## config.mk

```make
export PLATFORM = sky130hd
export DESIGN_NAME = fifo_mux_rr_flat
export DESIGN_NICKNAME = d
export VERILOG_FILES = /design/src/rtl/fifo_mux_rr_if.sv /design/src/rtl/fifo_mux_rr.sv /design/src/flat_wrapper.sv
export SDC_FILE = /design/constraint.sdc
export NUM_CORES = 1
export LEC_CHECK = 0
export ABC_AREA = 1
export CORE_MARGIN = 8
export CORE_UTILIZATION = 43
export DETAILED_ROUTE_END_ITERATION = 10
export PLACE_DENSITY_LB_ADDON = 0.12
export SKIP_CTS_REPAIR_TIMING = 1
export SYNTH_ARGS = -nofsm -noshare
export SYNTH_HDL_FRONTEND = slang
export SYNTH_SLANG_ARGS = --single-unit
```

## constraint.sdc

```tcl
create_clock -name clk -period 3.35 [get_ports clk]
set_input_delay 0.5025 -clock clk [delete_from_list [all_inputs] [get_ports clk]]
set_output_delay 0.5025 -clock clk [all_outputs]
set_load 0.005 [all_outputs]
```

## src/rtl/fifo_mux_rr_if.sv

```systemverilog
// fifo_mux_rr_if
// Groups the handshake and data signals of the packet multiplexer.
//   data_i     NUM_PORTS*WIDTH  input words, port n at [n*WIDTH +: WIDTH]
//   src_rdy_i  NUM_PORTS        per-port source valid
//   dst_rdy_o  NUM_PORTS        per-port accept
//   data_o     WIDTH            output word (head of output FIFO)
//   port_o     PORTW            index of the port that sourced data_o
//   src_rdy_o  1                output valid
//   dst_rdy_i  1                downstream accept
// Modport slave is the multiplexer side, master is the traffic side.
interface fifo_mux_rr_if #(
  parameter int WIDTH     = 36,
  parameter int NUM_PORTS = 4,
  parameter int PORTW     = 2
);
  logic [NUM_PORTS*WIDTH-1:0] data_i;
  logic [NUM_PORTS-1:0]       src_rdy_i;
  logic [NUM_PORTS-1:0]       dst_rdy_o;
  logic [WIDTH-1:0]           data_o;
  logic [PORTW-1:0]           port_o;
  logic                       src_rdy_o;
  logic                       dst_rdy_i;

  modport slave (
    input  data_i, src_rdy_i, dst_rdy_i,
    output dst_rdy_o, data_o, port_o, src_rdy_o
  );

  modport master (
    output data_i, src_rdy_i, dst_rdy_i,
    input  dst_rdy_o, data_o, port_o, src_rdy_o
  );
endinterface

```

## src/rtl/fifo_mux_rr.sv

```systemverilog
// fifo_mux_rr
// Packet multiplexer: NUM_PORTS input streams are merged into one output
// stream without interleaving packets. A packet ends on a beat whose
// EOF_BIT is set. Arbitration is round-robin (PRIO=0) or fixed priority
// with lowest index winning (PRIO=1). Each grant costs one idle cycle.
// Accepted beats go through a 2-entry {port, data} FIFO to the output.
// Ports:
//   clk    clock, all logic on rising edge
//   reset  asynchronous active-high reset
//   clear  synchronous active-high flush, same effect as reset
//   bus    fifo_mux_rr_if.slave carrying all handshake/data signals
module fifo_mux_rr #(
  parameter int WIDTH     = 36,
  parameter int NUM_PORTS = 4,
  parameter int PORTW     = 2,
  parameter int EOF_BIT   = 33,
  parameter int PRIO      = 0
) (
  input  logic          clk,
  input  logic          reset,
  input  logic          clear,
  fifo_mux_rr_if.slave  bus
);

  localparam int EW = WIDTH + PORTW;

  typedef enum logic {IDLE, DATA} state_t;

  state_t           state, state_next;
  logic [PORTW-1:0] gnt, gnt_next;
  logic [PORTW-1:0] last, last_next;
  logic [PORTW-1:0] sel;
  logic             found;
  logic             any_req;
  logic [WIDTH-1:0] cur_data;
  logic             cur_req;
  logic             int_rdy;
  logic             accept;
  logic             eof_beat;
  logic             pop;

  logic [EW-1:0]    mem [2];
  logic             wr_ptr, rd_ptr;
  logic [1:0]       count;

  assign any_req = |bus.src_rdy_i;

  // Port selection for the next grant. Round-robin scans upward starting
  // one past the last port served, so that port is considered last.
  always_comb begin
    sel   = '0;
    found = 1'b0;
    if (PRIO != 0) begin
      for (int i = NUM_PORTS - 1; i >= 0; i--) begin
        if (bus.src_rdy_i[i]) sel = PORTW'(i);
      end
    end else begin
      for (int i = 1; i <= NUM_PORTS; i++) begin
        if (!found && bus.src_rdy_i[(int'(last) + i) % NUM_PORTS]) begin
          sel   = PORTW'((int'(last) + i) % NUM_PORTS);
          found = 1'b1;
        end
      end
    end
  end

  // Route the granted port's word and valid; only that port may be ready.
  always_comb begin
    cur_data      = '0;
    cur_req       = 1'b0;
    bus.dst_rdy_o = '0;
    for (int n = 0; n < NUM_PORTS; n++) begin
      if (gnt == PORTW'(n)) begin
        cur_data = bus.data_i[n*WIDTH +: WIDTH];
        cur_req  = bus.src_rdy_i[n];
        if (state == DATA) bus.dst_rdy_o[n] = int_rdy;
      end
    end
  end

  assign int_rdy  = (count != 2'd2);
  assign accept   = (state == DATA) && cur_req && int_rdy;
  assign eof_beat = accept && cur_data[EOF_BIT];
  assign pop      = bus.src_rdy_o && bus.dst_rdy_i;

  // Arbiter next state: grant in IDLE, hold the grant until the EOF beat.
  always_comb begin
    state_next = state;
    gnt_next   = gnt;
    last_next  = last;
    case (state)
      IDLE: begin
        if (any_req) begin
          gnt_next   = sel;
          state_next = DATA;
        end
      end
      DATA: begin
        if (eof_beat) begin
          last_next  = gnt;
          state_next = IDLE;
        end
      end
      default: state_next = IDLE;
    endcase
  end

  always_ff @(posedge clk or posedge reset) begin
    if (reset) begin
      state <= IDLE;
      gnt   <= '0;
      last  <= PORTW'(NUM_PORTS - 1);
    end else if (clear) begin
      state <= IDLE;
      gnt   <= '0;
      last  <= PORTW'(NUM_PORTS - 1);
    end else begin
      state <= state_next;
      gnt   <= gnt_next;
      last  <= last_next;
    end
  end

  // Output FIFO bookkeeping; clear drops everything buffered.
  always_ff @(posedge clk or posedge reset) begin
    if (reset) begin
      wr_ptr <= 1'b0;
      rd_ptr <= 1'b0;
      count  <= 2'd0;
    end else if (clear) begin
      wr_ptr <= 1'b0;
      rd_ptr <= 1'b0;
      count  <= 2'd0;
    end else begin
      wr_ptr <= wr_ptr ^ accept;
      rd_ptr <= rd_ptr ^ pop;
      count  <= count + {1'b0, accept} - {1'b0, pop};
    end
  end

  // Storage needs no reset: entries are only visible while count is nonzero.
  always_ff @(posedge clk) begin
    if (accept) mem[wr_ptr] <= {gnt, cur_data};
  end

  assign bus.src_rdy_o = (count != 2'd0);
  assign bus.data_o    = mem[rd_ptr][WIDTH-1:0];
  assign bus.port_o    = mem[rd_ptr][EW-1:WIDTH];

endmodule

```

## src/flat_wrapper.sv

```systemverilog
// flat-port wrapper written by rule: the top's interface ports become plain ports
module fifo_mux_rr_flat 
#(
  parameter int WIDTH     = 36,
  parameter int NUM_PORTS = 4,
  parameter int PORTW     = 2,
  parameter int EOF_BIT   = 33,
  parameter int PRIO      = 0
)
  (clk, reset, clear, bus_data_i, bus_src_rdy_i, bus_dst_rdy_i, bus_dst_rdy_o, bus_data_o, bus_port_o, bus_src_rdy_o);
  fifo_mux_rr_if #(.WIDTH(WIDTH), .NUM_PORTS(NUM_PORTS), .PORTW(PORTW)) bus_i ();
  input  logic clk;
  input  logic reset;
  input  logic clear;
  input wire logic [$bits(bus_i.data_i)-1:0] bus_data_i;
  input wire logic [$bits(bus_i.src_rdy_i)-1:0] bus_src_rdy_i;
  input wire logic [$bits(bus_i.dst_rdy_i)-1:0] bus_dst_rdy_i;
  output wire logic [$bits(bus_i.dst_rdy_o)-1:0] bus_dst_rdy_o;
  output wire logic [$bits(bus_i.data_o)-1:0] bus_data_o;
  output wire logic [$bits(bus_i.port_o)-1:0] bus_port_o;
  output wire logic [$bits(bus_i.src_rdy_o)-1:0] bus_src_rdy_o;
  assign bus_i.data_i = bus_data_i;
  assign bus_i.src_rdy_i = bus_src_rdy_i;
  assign bus_i.dst_rdy_i = bus_dst_rdy_i;
  assign bus_dst_rdy_o = bus_i.dst_rdy_o;
  assign bus_data_o = bus_i.data_o;
  assign bus_port_o = bus_i.port_o;
  assign bus_src_rdy_o = bus_i.src_rdy_o;
  fifo_mux_rr #(.WIDTH(WIDTH), .NUM_PORTS(NUM_PORTS), .PORTW(PORTW), .EOF_BIT(EOF_BIT), .PRIO(PRIO)) u_core (.clk(clk), .reset(reset), .clear(clear), .bus(bus_i));
endmodule
```

==> flow_summary.json, run 1 <==
{
  "rsz0062_at_grt": "no",
  "syn-num-nets": 664,
  "holdWs_ns": 0.436,
  "numCtsBuffers": 9,
  "crit_type": "register to output port",
  "netlist_instances": 508,
  "die_y_microns": 119,
  "grt_pass1_wl_mm": 22.8,
  "grt_usage": 0.200,
  "vias": 4281,
  "ys_seq_area_frac": 0.556,
  "p_per_area_mw_per_mm2": 759,
  "endpoint_kind": "output port",
  "synth-simple-area-share": 0.315,
  "instances_no_fill": 832,
  "synthArstFlopShare": 0.106,
  "synth-edff-count": 76,
  "port_buffers": 194,
  "synthMuxAreaShare": 0,
  "coreArea_sq_mm": 0.0103,
  "gp_congestion": 0.839,
  "drv_cap": 0,
  "nFillCells": 863,
  "boundaryPins": 195,
  "final_cell_mix": "nand2_1 (226), clkdlybuf4s50_1 (194), edfxtp_1 (76)",
  "synth.ff_latch_count": 85,
  "viasPerCell": 5.15,
  "clock_latency_ns": 0.34,
  "diodes": 0,
  "drtIter0Drc": 234,
  "finalMaxSlewViolations": 0,
  "synth-compound-area-share": 0.0662,
  "synth_top_family_by_area": "simple AND/OR/NAND/NOR gates",
  "antenna_found_initial": 0,
  "synth_cell_types": 33,
  "synth_fa_ha_area_frac": 0.0111,
  "cts_tree": "yes",
  "skew_ns": 0.00835,
  "htreeDepth": 3,
  "nNetsFinal": 847,
  "fmax_mhz": 379,
  "initial_utilization": 0.440,
  "first_pass_iters": 7,
  "first_global_vias": 4375,
  "fin_crit_ns": 2.64,
  "wl_per_cell_microns": 17.3,
  "path_max_fanout": 24,
  "clock-root-buffer": "clkbuf_8",
  "synth_xor_area_frac": 0.00388,
  "multi_input_area_sq_mm": 0.00179,
  "fin_util": 0.655,
  "synth-main-ff-cell": "edfxtp_1",
  "tightest_slew_ns": 0.921,
  "yosysWarnings": 0,
  "arrival_ns": 2.14,
  "fin_tns_setup_ns": 0,
  "outcome": "completed",
  "r2r_slack_ns": 0.85,
  "clockBufferDepth": 2,
  "layout_commonest_cell": "nand2_1",
  "overflow": 0,
  "hold_viol": 0,
  "die_w_microns": 119,
  "power_leakage_uw": 0.00270,
  "cts.clk_slew.worst_paths_ns": 0.08,
  "place_hpwl_mm": 10.7,
  "drive_gt1_frac": 0.0790,
  "worstSetupStartpointType": "register",
  "vdd_drop_max_mv": 0.513,
  "drt-total-wl_mm": 14.4,
  "rows": 37,
  "cts.sinks": 85,
  "synth_area_sq_mm": 0.00452,
  "syn_area_per_cell_sq_um": 8.89,
  "regArea_sq_mm": 0.00251,
  "area_growth_pct": 48.9,
  "dp_cells": 816,
  "slew-limit-headroom": 0.384,
  "period_share": 0.788,
  "worstPathRequired_ns": 2.85,
  "finalSetupViolCount": 0,
  "design.die.area_sq_mm": 0.0140,
  "grt_max_degree": 39,
  "hold_path.class": "primary input to asynchronous set/reset pin",
  "ant_nets": 0,
  "remaining_drc_errors": 0
}
## final timing paths
path / endpoint / depth (start not counted) / startpoint
max in group asynchronous: u_core.last[1] / 2 / reset
min reg2reg: u_core.last[1] / 2 / u_core.last[1]
max: bus_dst_rdy_o[2] / 3 / u_core.gnt[1]
min in group clk: u_core.last[1] / 2 / u_core.last[1]
max reg2reg: u_core.mem[0][17] / 5 / u_core.gnt[1]
min: u_core.count[0] / 2 / reset
## layer usage
metal | share of wire | GRT usage
met1 | 0.40 | 0.223
met3 | 0.063 | 0.0443
met5 | 0 | 0
met4 | 0.015 | 0.0648
met2 | 0.52 | 0.369
## layout make-up
type | instances | share of cell area
clock buffer | 9 | 0.0184
clock inverter | 7 | 0.00725
inverter | 22 | 0.0123
multi-input combinational | 373 | 0.266
sequential | 85 | 0.373
tap | 136 | 0.0253
timing repair buffer | 200 | 0.297
## synth_stat cells, types with 3 or more instances
library cell,number,share of area
nand2_1,226,0.19
edfxtp_1,76,0.51
nand3_1,28,0.031
nand4_1,25,0.035
nor2_1,22,0.018
a21oi_1,18,0.020
a221oi_1,15,0.029
inv_1,15,0.012
clkbuf_1,11,0.0091
buf_2,8,0.0089
dfrtp_1,7,0.039
inv_2,7,0.0058
nand2_2,7,0.0097
buf_1,6,0.0050
nand2_4,5,0.012
o21ai_1,5,0.0055
ha_1,4,0.011
buf_6,3,0.0075
## metrics by stage
step / area [sq um] / setup slack [ns] / power (uW)
global route: 6730 / 0.564 / 5460
CTS: 6730 / 0.697 / 5140
floorplan: 4520 / 0.989 / 3310
detailed placement: 6560 / 0.711 / 4510
finish: 6730 / 0.711 / 5110
global placement: 6560 / 0.758 / 4430
## sequential cells by signal, summed over array words and instances (netlist names)
register and count:
u_core.rd_ptr 1, u_core.gnt 2, u_core.last 2, u_core.mem 76, u_core.count 2, u_core.wr_ptr 1
u_core.state 1
## worst max-delay path, stage by stage (launching register included)
cell	delay, ns
dfrtp_1	0.65
inv_2	0.35
nor3_1	0.26
clkdlybuf4s50_1	0.54
## cell families after synthesis
| group | after synthesis |
|---|---|
| DFF | 85 |
| and+or+nand+nor | 322 |
| xor gates and xnor gates | 2 |
| buffers and inverters | 50 |
| adders and majority gates | 4 |
| AOI/OAI and AO/OA | 45 |
## power breakdown
group,internal [uW],switching (uW),leakage (uW),total [uW]
sequential,1690,162,0.000811,1860
combinational,1140,1480,0.00181,2620
clock,270,361,0.0000797,631
No activity file was read; power rests on OpenSTA's default activity.
==> run 2: changes to the inputs <==
- clock period: 3.35 -> 2.6 ns (I/O delays scaled with it)
==> run 2 against run 1 <==
Sequential power up 29%; clock skew barely moved; die area is the same; sequential share of layout area fell by 0.34 points; critical path depth unchanged; via count decreased by 0.49%; setup slack worse by 0.50 ns; critical endpoint is now bus_dst_rdy_o[3]; largest cell class unchanged.
==> flow_summary.json, run 2 (synthesis results as in run 1) <==
{
  "clockBufferDepth": 2,
  "r2r-end": "u_core.mem[1][35]",
  "r2r_slack_ns": 0.38,
  "design.die.area_sq_mm": 0.0140,
  "place_hpwl_mm": 10.6,
  "layout_commonest_cell": "nand2_1",
  "postPlaceCellArea_sq_mm": 0.00661,
  "tightest_slew_ns": 0.625,
  "fin_crit_ns": 2.39,
  "grt_max_degree": 39,
  "dr_wl_met3_mm": 1.01,
  "nFillCells": 838,
  "cts_tree": "yes",
  "fin_area_sq_mm": 0.00679,
  "wl_per_cell_microns": 17.0,
  "final_cell_mix": "nand2_1 (226), clkdlybuf4s50_1 (194), edfxtp_1 (76)",
  "grt_usage": 0.197,
  "cts.sinks": 85,
  "crit_type": "register to output port",
  "clock_latency_ns": 0.33,
  "grt_pass1_wl_mm": 22.2,
  "vias": 4260,
  "wl_met2_mm": 7.42,
  "viasPerCell": 5.08,
  "r2r_cells": 6,
  "initial_utilization": 0.440,
  "finalSetupViolCount": 0,
  "arrival_ns": 2.00,
  "first_pass_iters": 4,
  "vdd_drop_max_mv": 0.720,
  "gp_congestion": 0.869,
  "largest_reg_flops": 76,
  "slew-limit-headroom": 0.583,
  "coreArea_sq_mm": 0.0103,
  "ant_nets": 0,
  "antenna_found_initial": 0,
  "rsz0062_at_grt": "no",
  "htreeDepth": 3,
  "rows": 37,
  "remaining_drc_errors": 0,
  "power_leakage_uw": 0.00274,
  "die_w_microns": 119,
  "regMostFlops": "u_core.mem",
  "worstSetupStartpointType": "register",
  "fin_tns_setup_ns": 0,
  "first_global_vias": 4347,
  "fin_util": 0.661,
  "area_growth_pct": 50.3,
  "dr.max_layer_used": "met4",
  "clock-root-buffer": "clkbuf_8",
  "drive_gt1_frac": 0.0812,
  "finalMaxSlewViolations": 0,
  "r2r-start": "u_core.gnt[1]",
  "worstPathRequired_ns": 2.21,
  "fmax_mhz": 418,
  "holdWs_ns": 0.332,
  "nNetsFinal": 853,
  "overflow": 0,
  "drtIter0Drc": 226,
  "drt-total-wl_mm": 14.3,
  "outcome": "completed",
  "skew_ns": 0.00835,
  "boundaryPins": 195,
  "port_buffers": 194,
  "cts.clk_slew.worst_paths_ns": 0.08,
  "power.total_uw": 6670,
  "m1WireLength_mm": 5.70,
  "drv_cap": 0,
  "die_y_microns": 119,
  "hold_path.class": "primary input to asynchronous set/reset pin",
  "period_share": 0.919,
  "endpoint_kind": "output port",
  "path_max_fanout": 20,
  "hold_viol": 0,
  "p_per_area_mw_per_mm2": 982,
  "numCtsBuffers": 9,
  "diodes": 0
}
==> run 2: changes by cell type in the layout (fill, tap and decap cells not counted), sizes merged <==
cell      change
buf           +6
clkbuf        +4
clkinvlp      -3
inv           -2
bufinv        +1
==> run 2: power breakdown <==
part / total [uW] / switching [uW] / leakage, uW / internal, uW
clock network: 856 / 414 / 0.0000890 / 442
registers: 2400 / 216 / 0.000811 / 2180
logic: 3410 / 1900 / 0.00184 / 1510
==> run 2: stage by stage <==
step / setup WS (ns) / cells
floorplan: 0.241 / 508
global placement: 0.289 / 822
detailed placement: 0.216 / 822
CTS: 0.179 / 838
global route: 0.0932 / 838
finish: 0.210 / 838
==> run 2: critical path, cell delays in order (launching register included) <==
cell and delay [ns]:
dfrtp_2 0.69, nand2_4 0.26, nor2_2 0.19, clkdlybuf4s50_1 0.54
==> run 2: how the worst max path moves through the flow <==
stage	start	to	slack, ns	depth (start not counted)
2_1_floorplan	u_core.gnt[1]	u_core.mem[1][0]	0.24	5
3_3_place_gp	bus_src_rdy_i[1]	u_core.count[1]	0.29	11
3_5_place_dp	bus_src_rdy_i[1]	u_core.count[1]	0.22	11
4_1_cts	u_core.gnt[0]	bus_dst_rdy_o[3]	0.18	3
5_1_grt	u_core.gnt[1]	bus_dst_rdy_o[2]	0.09	3
6_report	u_core.gnt[0]	bus_dst_rdy_o[3]	0.21	3
==> run 2: final cells by class <==
type,count,area [sq um],area share
sequential,85,2510,0.370
clock inverter,3,38.8,0.00571
clock buffer,13,139,0.0204
tap,136,170,0.0251
inverter,22,82.6,0.0122
timing repair buffer,206,2060,0.303
multi-input combinational,373,1790,0.264
==> run 2: layer usage <==
| metal | up-vias | global-route usage |
|---|---|---|
| met5 | - | 0 |
| met3 | 11 | 0.0481 |
| met4 | 0 | 0.0577 |
| met1 | 1997 | 0.221 |
| li1 | 2101 | - |
| met2 | 151 | 0.363 |
